==> src/rtl/hazard_if.sv <==
// Hazard-unit signal bundle between the ID/EX/MEM stage registers and the hazard unit.
// Statistics signals exist only when HAZARD_STATS_EN is defined.
`default_nettype none

interface hazard_if #(
  parameter int ADDR_BITS = 5
`ifdef HAZARD_STATS_EN
  , parameter int STALL_CNT_BITS = 16
`endif
);
  logic [ADDR_BITS-1:0] id_rs;
  logic [ADDR_BITS-1:0] id_rt;
  logic                 id_uses_rs;
  logic                 id_uses_rt;
  logic                 id_is_branch;
  logic [ADDR_BITS-1:0] ex_rd;
  logic                 ex_reg_write;
  logic                 ex_mem_to_reg;
  logic [ADDR_BITS-1:0] mem_rd;
  logic                 mem_reg_write;
  logic                 mem_mem_to_reg;
  logic                 mc_start;
  logic                 mc_kill;
  logic                 hold_front;
  logic                 bubble_id_ex;
  logic                 hold_ex;
  logic                 bubble_ex_mem;
  logic                 mc_done;
  logic [1:0]           stall_cause;
`ifdef HAZARD_STATS_EN
  logic                      stats_clear;
  logic [STALL_CNT_BITS-1:0] cnt_load_use;
  logic [STALL_CNT_BITS-1:0] cnt_branch;
  logic [STALL_CNT_BITS-1:0] cnt_mc;
`endif

  modport master (
`ifdef HAZARD_STATS_EN
    output stats_clear,
    input  cnt_load_use, cnt_branch, cnt_mc,
`endif
    output id_rs, id_rt, id_uses_rs, id_uses_rt, id_is_branch,
    output ex_rd, ex_reg_write, ex_mem_to_reg,
    output mem_rd, mem_reg_write, mem_mem_to_reg,
    output mc_start, mc_kill,
    input  hold_front, bubble_id_ex, hold_ex, bubble_ex_mem, mc_done, stall_cause
  );

  modport slave (
`ifdef HAZARD_STATS_EN
    input  stats_clear,
    output cnt_load_use, cnt_branch, cnt_mc,
`endif
    input  id_rs, id_rt, id_uses_rs, id_uses_rt, id_is_branch,
    input  ex_rd, ex_reg_write, ex_mem_to_reg,
    input  mem_rd, mem_reg_write, mem_mem_to_reg,
    input  mc_start, mc_kill,
    output hold_front, bubble_id_ex, hold_ex, bubble_ex_mem, mc_done, stall_cause
  );
endinterface

`default_nettype wire

==> src/rtl/hazard_unit.sv <==
// Load-use / branch-in-ID hazard detector and multi-cycle EX sequencer for the 5-stage MIPS core.
// Optional stall statistics counters enabled by defining HAZARD_STATS_EN.
`default_nettype none

module hazard_unit #(
  parameter int ADDR_BITS  = 5,
  parameter int MC_LATENCY = 4
`ifdef HAZARD_STATS_EN
  , parameter int STALL_CNT_BITS = 16
`endif
) (
  input  wire logic clk,
  input  wire logic reset,
  hazard_if.slave   hz
);

  localparam logic [0:0] IDLE    = 1'b0;
  localparam logic [0:0] MC_WAIT = 1'b1;
  localparam logic [7:0] CNT_LOAD = 8'(MC_LATENCY - 1);

  localparam logic [1:0] CAUSE_NONE = 2'd0;
  localparam logic [1:0] CAUSE_LU   = 2'd1;
  localparam logic [1:0] CAUSE_BR   = 2'd2;
  localparam logic [1:0] CAUSE_MC   = 2'd3;

  logic [0:0] state;
  logic [7:0] cnt;
  logic [1:0] cause_q;

  logic ex_hit, mem_hit, load_use, branch_hz, mc_hold, mc_last, hazard;
  logic [1:0] cause_d;

  // Register 0 is hardwired to zero, so a write to it never creates a dependency.
  function automatic logic src_hit(input logic [ADDR_BITS-1:0] dst, input logic we);
    return we && (dst != '0) &&
           ((hz.id_uses_rs && (hz.id_rs == dst)) || (hz.id_uses_rt && (hz.id_rt == dst)));
  endfunction

  always_comb begin
    ex_hit    = src_hit(hz.ex_rd, hz.ex_reg_write);
    mem_hit   = src_hit(hz.mem_rd, hz.mem_reg_write);
    load_use  = hz.ex_mem_to_reg && ex_hit;
    branch_hz = hz.id_is_branch &&
                ((!hz.ex_mem_to_reg && ex_hit) || (hz.mem_mem_to_reg && mem_hit));
    mc_hold   = !hz.mc_kill && (((state == IDLE) && hz.mc_start) ||
                                ((state == MC_WAIT) && (cnt != 8'd0)));
    mc_last   = !hz.mc_kill && (state == MC_WAIT) && (cnt == 8'd0);
    hazard    = !hz.mc_kill && !mc_hold && (load_use || branch_hz);

    cause_d = CAUSE_NONE;
    if (mc_hold)
      cause_d = CAUSE_MC;
    else if (hazard && load_use)
      cause_d = CAUSE_LU;
    else if (hazard)
      cause_d = CAUSE_BR;
  end

  assign hz.hold_front    = mc_hold || hazard;
  assign hz.bubble_id_ex  = hazard;
  assign hz.hold_ex       = mc_hold;
  assign hz.bubble_ex_mem = mc_hold;
  assign hz.mc_done       = mc_last;
  assign hz.stall_cause   = cause_q;

  always_ff @(posedge clk) begin
    if (reset) begin
      state   <= IDLE;
      cnt     <= 8'd0;
      cause_q <= CAUSE_NONE;
    end else begin
      cause_q <= cause_d;
      if (hz.mc_kill) begin
        state <= IDLE;
        cnt   <= 8'd0;
      end else begin
        case (state)
          IDLE: begin
            if (hz.mc_start) begin
              state <= MC_WAIT;
              cnt   <= CNT_LOAD;
            end
          end
          MC_WAIT: begin
            if (cnt != 8'd0)
              cnt <= cnt - 8'd1;
            else
              state <= IDLE;
          end
          default: begin
            state <= IDLE;
            cnt   <= 8'd0;
          end
        endcase
      end
    end
  end

`ifdef HAZARD_STATS_EN
  logic [STALL_CNT_BITS-1:0] cnt_lu_q, cnt_br_q, cnt_mc_q;

  always_ff @(posedge clk) begin
    if (reset || hz.stats_clear) begin
      cnt_lu_q <= '0;
      cnt_br_q <= '0;
      cnt_mc_q <= '0;
    end else begin
      if ((cause_d == CAUSE_LU) && (cnt_lu_q != '1)) cnt_lu_q <= cnt_lu_q + 1'b1;
      if ((cause_d == CAUSE_BR) && (cnt_br_q != '1)) cnt_br_q <= cnt_br_q + 1'b1;
      if ((cause_d == CAUSE_MC) && (cnt_mc_q != '1)) cnt_mc_q <= cnt_mc_q + 1'b1;
    end
  end

  assign hz.cnt_load_use = cnt_lu_q;
  assign hz.cnt_branch   = cnt_br_q;
  assign hz.cnt_mc       = cnt_mc_q;
`endif

endmodule

`default_nettype wire

==> src/flat_wrapper.sv <==
// flat-port wrapper written by rule: the top's interface ports become plain ports
module hazard_unit_flat 
#(
  parameter int ADDR_BITS  = 5,
  parameter int MC_LATENCY = 4

)
  (clk, reset, hz_id_rs, hz_id_rt, hz_id_uses_rs, hz_id_uses_rt, hz_id_is_branch, hz_ex_rd, hz_ex_reg_write, hz_ex_mem_to_reg, hz_mem_rd, hz_mem_reg_write, hz_mem_mem_to_reg, hz_mc_start, hz_mc_kill, hz_hold_front, hz_bubble_id_ex, hz_hold_ex, hz_bubble_ex_mem, hz_mc_done, hz_stall_cause);
  hazard_if #(.ADDR_BITS(ADDR_BITS)) hz_i ();
  input  wire logic clk;
  input  wire logic reset;
  input wire logic [$bits(hz_i.id_rs)-1:0] hz_id_rs;
  input wire logic [$bits(hz_i.id_rt)-1:0] hz_id_rt;
  input wire logic [$bits(hz_i.id_uses_rs)-1:0] hz_id_uses_rs;
  input wire logic [$bits(hz_i.id_uses_rt)-1:0] hz_id_uses_rt;
  input wire logic [$bits(hz_i.id_is_branch)-1:0] hz_id_is_branch;
  input wire logic [$bits(hz_i.ex_rd)-1:0] hz_ex_rd;
  input wire logic [$bits(hz_i.ex_reg_write)-1:0] hz_ex_reg_write;
  input wire logic [$bits(hz_i.ex_mem_to_reg)-1:0] hz_ex_mem_to_reg;
  input wire logic [$bits(hz_i.mem_rd)-1:0] hz_mem_rd;
  input wire logic [$bits(hz_i.mem_reg_write)-1:0] hz_mem_reg_write;
  input wire logic [$bits(hz_i.mem_mem_to_reg)-1:0] hz_mem_mem_to_reg;
  input wire logic [$bits(hz_i.mc_start)-1:0] hz_mc_start;
  input wire logic [$bits(hz_i.mc_kill)-1:0] hz_mc_kill;
  output wire logic [$bits(hz_i.hold_front)-1:0] hz_hold_front;
  output wire logic [$bits(hz_i.bubble_id_ex)-1:0] hz_bubble_id_ex;
  output wire logic [$bits(hz_i.hold_ex)-1:0] hz_hold_ex;
  output wire logic [$bits(hz_i.bubble_ex_mem)-1:0] hz_bubble_ex_mem;
  output wire logic [$bits(hz_i.mc_done)-1:0] hz_mc_done;
  output wire logic [$bits(hz_i.stall_cause)-1:0] hz_stall_cause;
  assign hz_i.id_rs = hz_id_rs;
  assign hz_i.id_rt = hz_id_rt;
  assign hz_i.id_uses_rs = hz_id_uses_rs;
  assign hz_i.id_uses_rt = hz_id_uses_rt;
  assign hz_i.id_is_branch = hz_id_is_branch;
  assign hz_i.ex_rd = hz_ex_rd;
  assign hz_i.ex_reg_write = hz_ex_reg_write;
  assign hz_i.ex_mem_to_reg = hz_ex_mem_to_reg;
  assign hz_i.mem_rd = hz_mem_rd;
  assign hz_i.mem_reg_write = hz_mem_reg_write;
  assign hz_i.mem_mem_to_reg = hz_mem_mem_to_reg;
  assign hz_i.mc_start = hz_mc_start;
  assign hz_i.mc_kill = hz_mc_kill;
  assign hz_hold_front = hz_i.hold_front;
  assign hz_bubble_id_ex = hz_i.bubble_id_ex;
  assign hz_hold_ex = hz_i.hold_ex;
  assign hz_bubble_ex_mem = hz_i.bubble_ex_mem;
  assign hz_mc_done = hz_i.mc_done;
  assign hz_stall_cause = hz_i.stall_cause;
  hazard_unit #(.ADDR_BITS(ADDR_BITS), .MC_LATENCY(MC_LATENCY)) u_core (.clk(clk), .reset(reset), .hz(hz_i));
endmodule
==> config.mk <==
export PLATFORM = sky130hd
export DESIGN_NAME = hazard_unit_flat
export DESIGN_NICKNAME = d
export VERILOG_FILES = /design/src/rtl/hazard_if.sv /design/src/rtl/hazard_unit.sv /design/src/flat_wrapper.sv
export SDC_FILE = /design/constraint.sdc
export NUM_CORES = 1
export LEC_CHECK = 0
export CORE_MARGIN = 4
export CORE_UTILIZATION = 37
export DETAILED_ROUTE_END_ITERATION = 10
export PLACE_DENSITY = 0.86
export SLEW_MARGIN = 30
export SYNTH_ARGS = -nofsm -noshare
export SYNTH_HDL_FRONTEND = slang
export SYNTH_SLANG_ARGS = --single-unit
==> constraint.sdc <==
create_clock -name clk -period 1.59 [get_ports clk]
set_input_delay 0.318 -clock clk [delete_from_list [all_inputs] [get_ports clk]]
set_output_delay 0.318 -clock clk [all_outputs]
set_load 0.1 [all_outputs]
# Word level (Yosys, flattened, before mapping)
# Index checks and enable logic that the tools add are counted.
# totals
in_bits,31
elab_cells,55
out_inout_bits,7
register_bits,11
# classes
eq_ne,6
n_bitwise,1
addsub,1
reduce_logical,35
n_mux,9
# op_table
operator,count
$eq A5 B5 Y1,4
$logic_and A1 B1 Y1,20
$mux W8,2
$pmux W8 S2,1
$reduce_bool A5 Y1,2
$logic_not A8 Y1,1
$reduce_bool A8 Y1,1
$sub A8 B1 Y8 const B,1
$logic_or A1 B1 Y1,6
$mux W2,3
$ne A2 B2 Y1 const B,2
$logic_not A1 Y1,3
$mux W1,2
$pmux W1 S2,1
$reduce_and A2 Y1,1
$reduce_or A2 Y1,1
$not A1 Y1,1

# Depth between registers and ports, before layout
# depth
ltp_word,12
ltp_mapped,7
mapped_depth_nobuf,7

# Worst setup path after synthesis
# Ideal clock, no wire load.
# synth_timing
path_type,flip-flop to output port
startpoint,register u_core.cnt[0]
endpoint,output hz_mc_done
n_path_buf,0
stages_incl_launch_ff,5
path_slack_ns,-2.550
required_ns,1.272
arrival_time_ns,3.822
cell_sequence,dfxtp_1 inv_1 ha_1 nand3_1 nor4b_1
# synth_between
elab_chain_len,2
# synth_rtl
item,line_no,rtl
start: declaration,hazard_unit.sv:27,logic [7:0] cnt;
start signal: assignment,hazard_unit.sv:86,cnt <= cnt - 8'd1;
$logic_not A8 Y1,hazard_unit.sv:47,mc_last = !hz.mc_kill && (state == MC_WAIT) && (cnt == 8'd0);
$logic_and A1 B1 Y1,hazard_unit.sv:47,
end: declaration,flat_wrapper.sv:29,output wire logic [$bits(hz_i.mc_done)-1:0] hz_mc_done;
# No other way between the ends.

# Worst setup path after layout
# layout_timing
startpoint,input hz_id_rt[1]
endpoint,output hz_bubble_id_ex
# layout_between
elab_chain_len,9
word_cells_on_any_way,15
classes_between,2 x eq/ne; 13 x reduce/logical
# layout_rtl
item,line_no,rtl
start: declaration,flat_wrapper.sv:13,input wire logic [$bits(hz_i.id_rt)-1:0] hz_id_rt;
$eq A5 B5 Y1,hazard_unit.sv:36,((hz.id_uses_rs && (hz.id_rs == dst)) || (hz.id_uses_rt && (hz.id_rt == dst)));
$logic_and A1 B1 Y1,hazard_unit.sv:36,
$logic_or A1 B1 Y1,hazard_unit.sv:36,
$logic_and A1 B1 Y1,hazard_unit.sv:35,return we && (dst != '0) &&
$logic_and A1 B1 Y1,hazard_unit.sv:44,((!hz.ex_mem_to_reg && ex_hit) || (hz.mem_mem_to_reg && mem_hit));
$logic_or A1 B1 Y1,hazard_unit.sv:44,
$logic_and A1 B1 Y1,hazard_unit.sv:43,branch_hz = hz.id_is_branch &&
$logic_or A1 B1 Y1 (*),hazard_unit.sv:48,hazard = !hz.mc_kill && !mc_hold && (load_use || branch_hz);
$logic_and A1 B1 Y1 (*),hazard_unit.sv:48,
end: declaration,flat_wrapper.sv:26,output wire logic [$bits(hz_i.bubble_id_ex)-1:0] hz_bubble_id_ex;
# Mark *: on every way between the ends. The rest lies on a longest branch, timed or not.

==> metrics.csv <==
stage,metric,value,unit
power_and_ir_drop,Seq pwr share,31.2,%
setup_path,CP Class,primary input to output port,
grt,first-pass GRT wire length,4.80,mm
final_layout,share of cells above drive strength 1,56.6,%
clock_network,Root Driver,clkbuf_4,
run_status,outcome,"complete, but fails checks",
floorplan,Die Height,56.0,um
timing,worst setup margin,-664,ps
final_layout,Final Non-Filler Cells,203,
setup_path,Required @ worst endpoint,1270,ps
timing,setup violators final,6,
setup_path,crit path launch type,primary input,
setup_path,"critical path fanouts, max",2,
synthesis,Synth Register Bits,11,
final_layout,antenna cells,0,
worst_hold_path,hold_sp,u_core.cnt[0]$_SDFFE_PP0P_,
floorplan,Die W,56.0,um
synthesis,net count after synthesis,134,
detailed_routing,Via density,5.25,
synthesis,sequential area share after synthesis,25.8,%
timing,Hold WS,585,ps
timing,Worst-Margin Slew,305,ps
timing,Max Slew Vio Count,0,
setup_path,number of cells on the worst reg-to-reg path,8,
timing,Clock Skews,3.03,ps
detailed_routing,# DRC,0,
floorplan,die area,0.00314,sq mm
clock_network,Clock Pin Slew Worst Setup and Hold Paths,70,ps
timing,Fmax achieved,444,MHz
final_layout,Post-layout nets,208,
synthesis,synth unique cells,35,
setup_path,CP Data Arrival Time,1940,ps
grt,pin count of the biggest net entering global routing,9,
detailed_routing,drt first pass iters,4,
power_and_ir_drop,P_sw,0.331,mW
run_status,failing checks,negative setup slack,
final_layout,final instance area,0.00180,sq mm
power_and_ir_drop,Max IR drop VDD,0.000494,V
setup_path,crit end category,output port,
timing,part of the cycle the worst path needs,142,%
grt,total grt overflow,0,
grt,Total GRT Usage,19.5,%
power_and_ir_drop,Internal,0.611,mW
power_and_ir_drop,pwr dens,524,mW/mm^2
floorplan,Initial Util,38.6,%
power_and_ir_drop,clock power share,20.4,%
detailed_routing,detailed-route via count,1065,
clock_network,clock latency on the worst-skew pair,270,ps
setup_path,RR Endpoint,u_core.cnt[3]$_SDFFE_PP0P_,
placement,Post-DP Area,0.00160,sq mm
worst_hold_path,"Endpoint, Worst Hold",u_core.cnt[0]$_SDFFE_PP0P_,
placement,detailed placement HPWL,2.39,mm
worst_hold_path,worst hold path type,flip-flop to flip-flop,
power_and_ir_drop,combinational group share of total power,48.4,%
flow_run,Max-cap violations,0,
power_and_ir_drop,Leak Pwr,0.753,nW
floorplan,Cell Rows,17,
detailed_routing,Iteration-0 DRC Markers,15,
timing,RSZ-0062 raised after global routing,true,
clock_network,H-tree levels,1,
clock_network,clk sinks,11,
detailed_routing,routed len/inst,16.0,um
placement,Inst Count DP,194,
setup_path,worst reg2reg setup slack,-130,ps
grt,antenna violations before repair,0,
worst_hold_path,worst hold stages,2,
placement,GPL Wtd Cong,0.800,
synthesis,Mapped Area,853,sq um
timing,max_slew headroom,79.7,%
timing,Final Critical Period,2250,ps
final_layout,Fillers,130,
floorplan,IO Pins,38,
grt,via count of the first global-routing pass,1132,
detailed_routing,Detail Route Antenna Nets,0,
synthesis,synth warn,0,
placement,# port buffers,37,
clock_network,total CTS buffers,3,
final_layout,Final Core Density,81.4,%
floorplan,core box area,0.00221,sq mm
clock_network,clk buf depth,2,
timing,final hold vios,0,
synthesis,average cell area after synthesis,8.37,sq um
synthesis,Syn Inst Count,102,
detailed_routing,final WL,3.26,mm
clock_network,CTS tree,yes,
final_layout,area added between synthesis and finish,111,%
power_and_ir_drop,Net Sw Frac,35.1,%
setup_path,R2R Path Start,u_core.cnt[1]$_SDFFE_PP0P_,
[synth_stat cells]
cell,number,area [sq um]
xor2_1,17,149
dfxtp_1,11,220
nor2_1,10,37.5
a21oi_1,7,35.0
nand2_1,6,22.5
nand3_1,6,30.0
xnor2_1,5,43.8
nor4_1,4,25.0
inv_1,3,11.3
nor2_2,3,18.8
or2_2,3,18.8
a211oi_1,2,15.0
nor3_1,2,10.0
or4_1,2,15.0
a22oi_1,1,7.51
a311oi_1,1,8.76
a41oi_4,1,27.5
and3_2,1,7.51
buf_1,1,3.75
buf_4,1,7.51
ha_1,1,12.5
mux2_2,1,11.3
nand4b_1,1,8.76
nor2_4,1,11.3
nor2b_1,1,6.26
nor3b_1,1,7.51
nor4b_1,1,8.76
nor4b_2,1,15.0
o211ai_1,1,7.51
o21ai_0,1,5.00
o311ai_0,1,8.76
o41a_1,1,11.3
or2_0,1,6.26
or2b_1,1,7.51
or4_4,1,11.3
[power groups by stage]
stage	clock network (mW)	registers, mW	logic (mW)
final	0.192	0.294	0.457
after global routing	0.211	0.295	0.482
after CTS	0.196	0.294	0.412
after detailed placement	0	0.299	0.405
after global placement	0	0.298	0.395
after floorplan	0	0.318	0.182
[how the worst max path moves through the flow]
stage | cells after the start | slack, ps | startpoint | endpoint
global route | 9 | -780 | hz_mem_rd[3] | hz_bubble_id_ex
floorplan | 6 | -720 | hz_ex_rd[0] | hz_bubble_id_ex
detailed placement | 8 | -1080 | hz_id_rs[3] | hz_bubble_id_ex
CTS | 9 | -610 | hz_ex_rd[0] | hz_bubble_id_ex
finish | 8 | -660 | hz_id_rt[1] | hz_bubble_id_ex
global placement | 9 | -970 | hz_ex_rd[0] | hz_bubble_id_ex
[repair_timing]
item | in CTS | in global routing
pin swaps | 22 | 22
gates resized for setup | 67 | 45
endpoints found under the setup margin | 10 | 9
cloned | 0 | 0
buffers inserted | 2 | 5
hold buffers | 0 | 0
[through the flow]
step	setup slack, ps	setup TNS [ps]	power (mW)
5_1_grt	-775	-2550	0.988
3_3_place_gp	-971	-4350	0.693
2_1_floorplan	-717	-2500	0.500
6_report	-664	-2070	0.943
4_1_cts	-606	-1950	0.903
3_5_place_dp	-1080	-4830	0.704
[metal layers]
metal	track usage, %	part of all wire [%]	up-vias
met5	0	0	-
met3	6.26	7.3	8
met2	37.7	54	43
met1	17.2	36	508
li1	-	-	506
met4	11.2	2.8	0
[cell type report]
| cell class | instances | area (sq um) | area share [%] |
|---|---|---|---|
| flip-flops and latches | 11 | 224 | 12.4 |
| multi-input cells | 86 | 798 | 44.3 |
| well taps | 28 | 35.0 | 1.95 |
| inverters | 3 | 11.3 | 0.625 |
| repair buffers | 71 | 706 | 39.2 |
| clock buffers | 4 | 26.3 | 1.46 |
[placed cells by master, fill, tap and decap left out, types with 2 or more instances in the layout]
master,count
a211oi_1,2
a21oi_1,4
a21oi_2,2
buf_12,7
buf_2,3
buf_4,29
buf_6,12
buf_8,2
clkbuf_2,3
clkbuf_4,3
clkdlybuf4s50_1,10
dfxtp_1,8
dfxtp_2,3
dlygate4sd2_1,2
dlymetal6s2s_1,2
inv_2,2
nand2_1,5
nand3_1,5
nor2_1,8
nor2_2,2
nor2_4,4
nor4_2,3
nor4b_4,2
or2_2,3
or4_4,3
xnor2_1,5
xor2_1,12
xor2_2,5
[state kept, by name, summed over array words and instances, names as in the netlist]
signal / count
u_core.hz.stall_cause: 2
u_core.state: 1
u_core.cnt: 8
[worst max-delay path, cell delays in order]
cell           delay (ps)
dlygate4sd2_1         250
xor2_1                180
nor4_1                200
nand3_1               160
a21oi_2               210
a22oi_2               120
nor3_4                270
buf_12                210
[logic make-up (layout without fill, tap and decap cells)]
logic type	count (synthesis)	in the layout	synth area share (%)
AO/OA/AOI/OAI	16	16	14.8
flip-flops	11	11	25.8
buffers and inverters	5	78	2.64
adder cells (fa/ha/maj)	1	1	1.47
AND/OR/NAND/NOR	46	46	31.4
multiplexers	1	1	1.32
XOR/XNOR	22	22	22.6
Power figures use the tool's default switching activity.
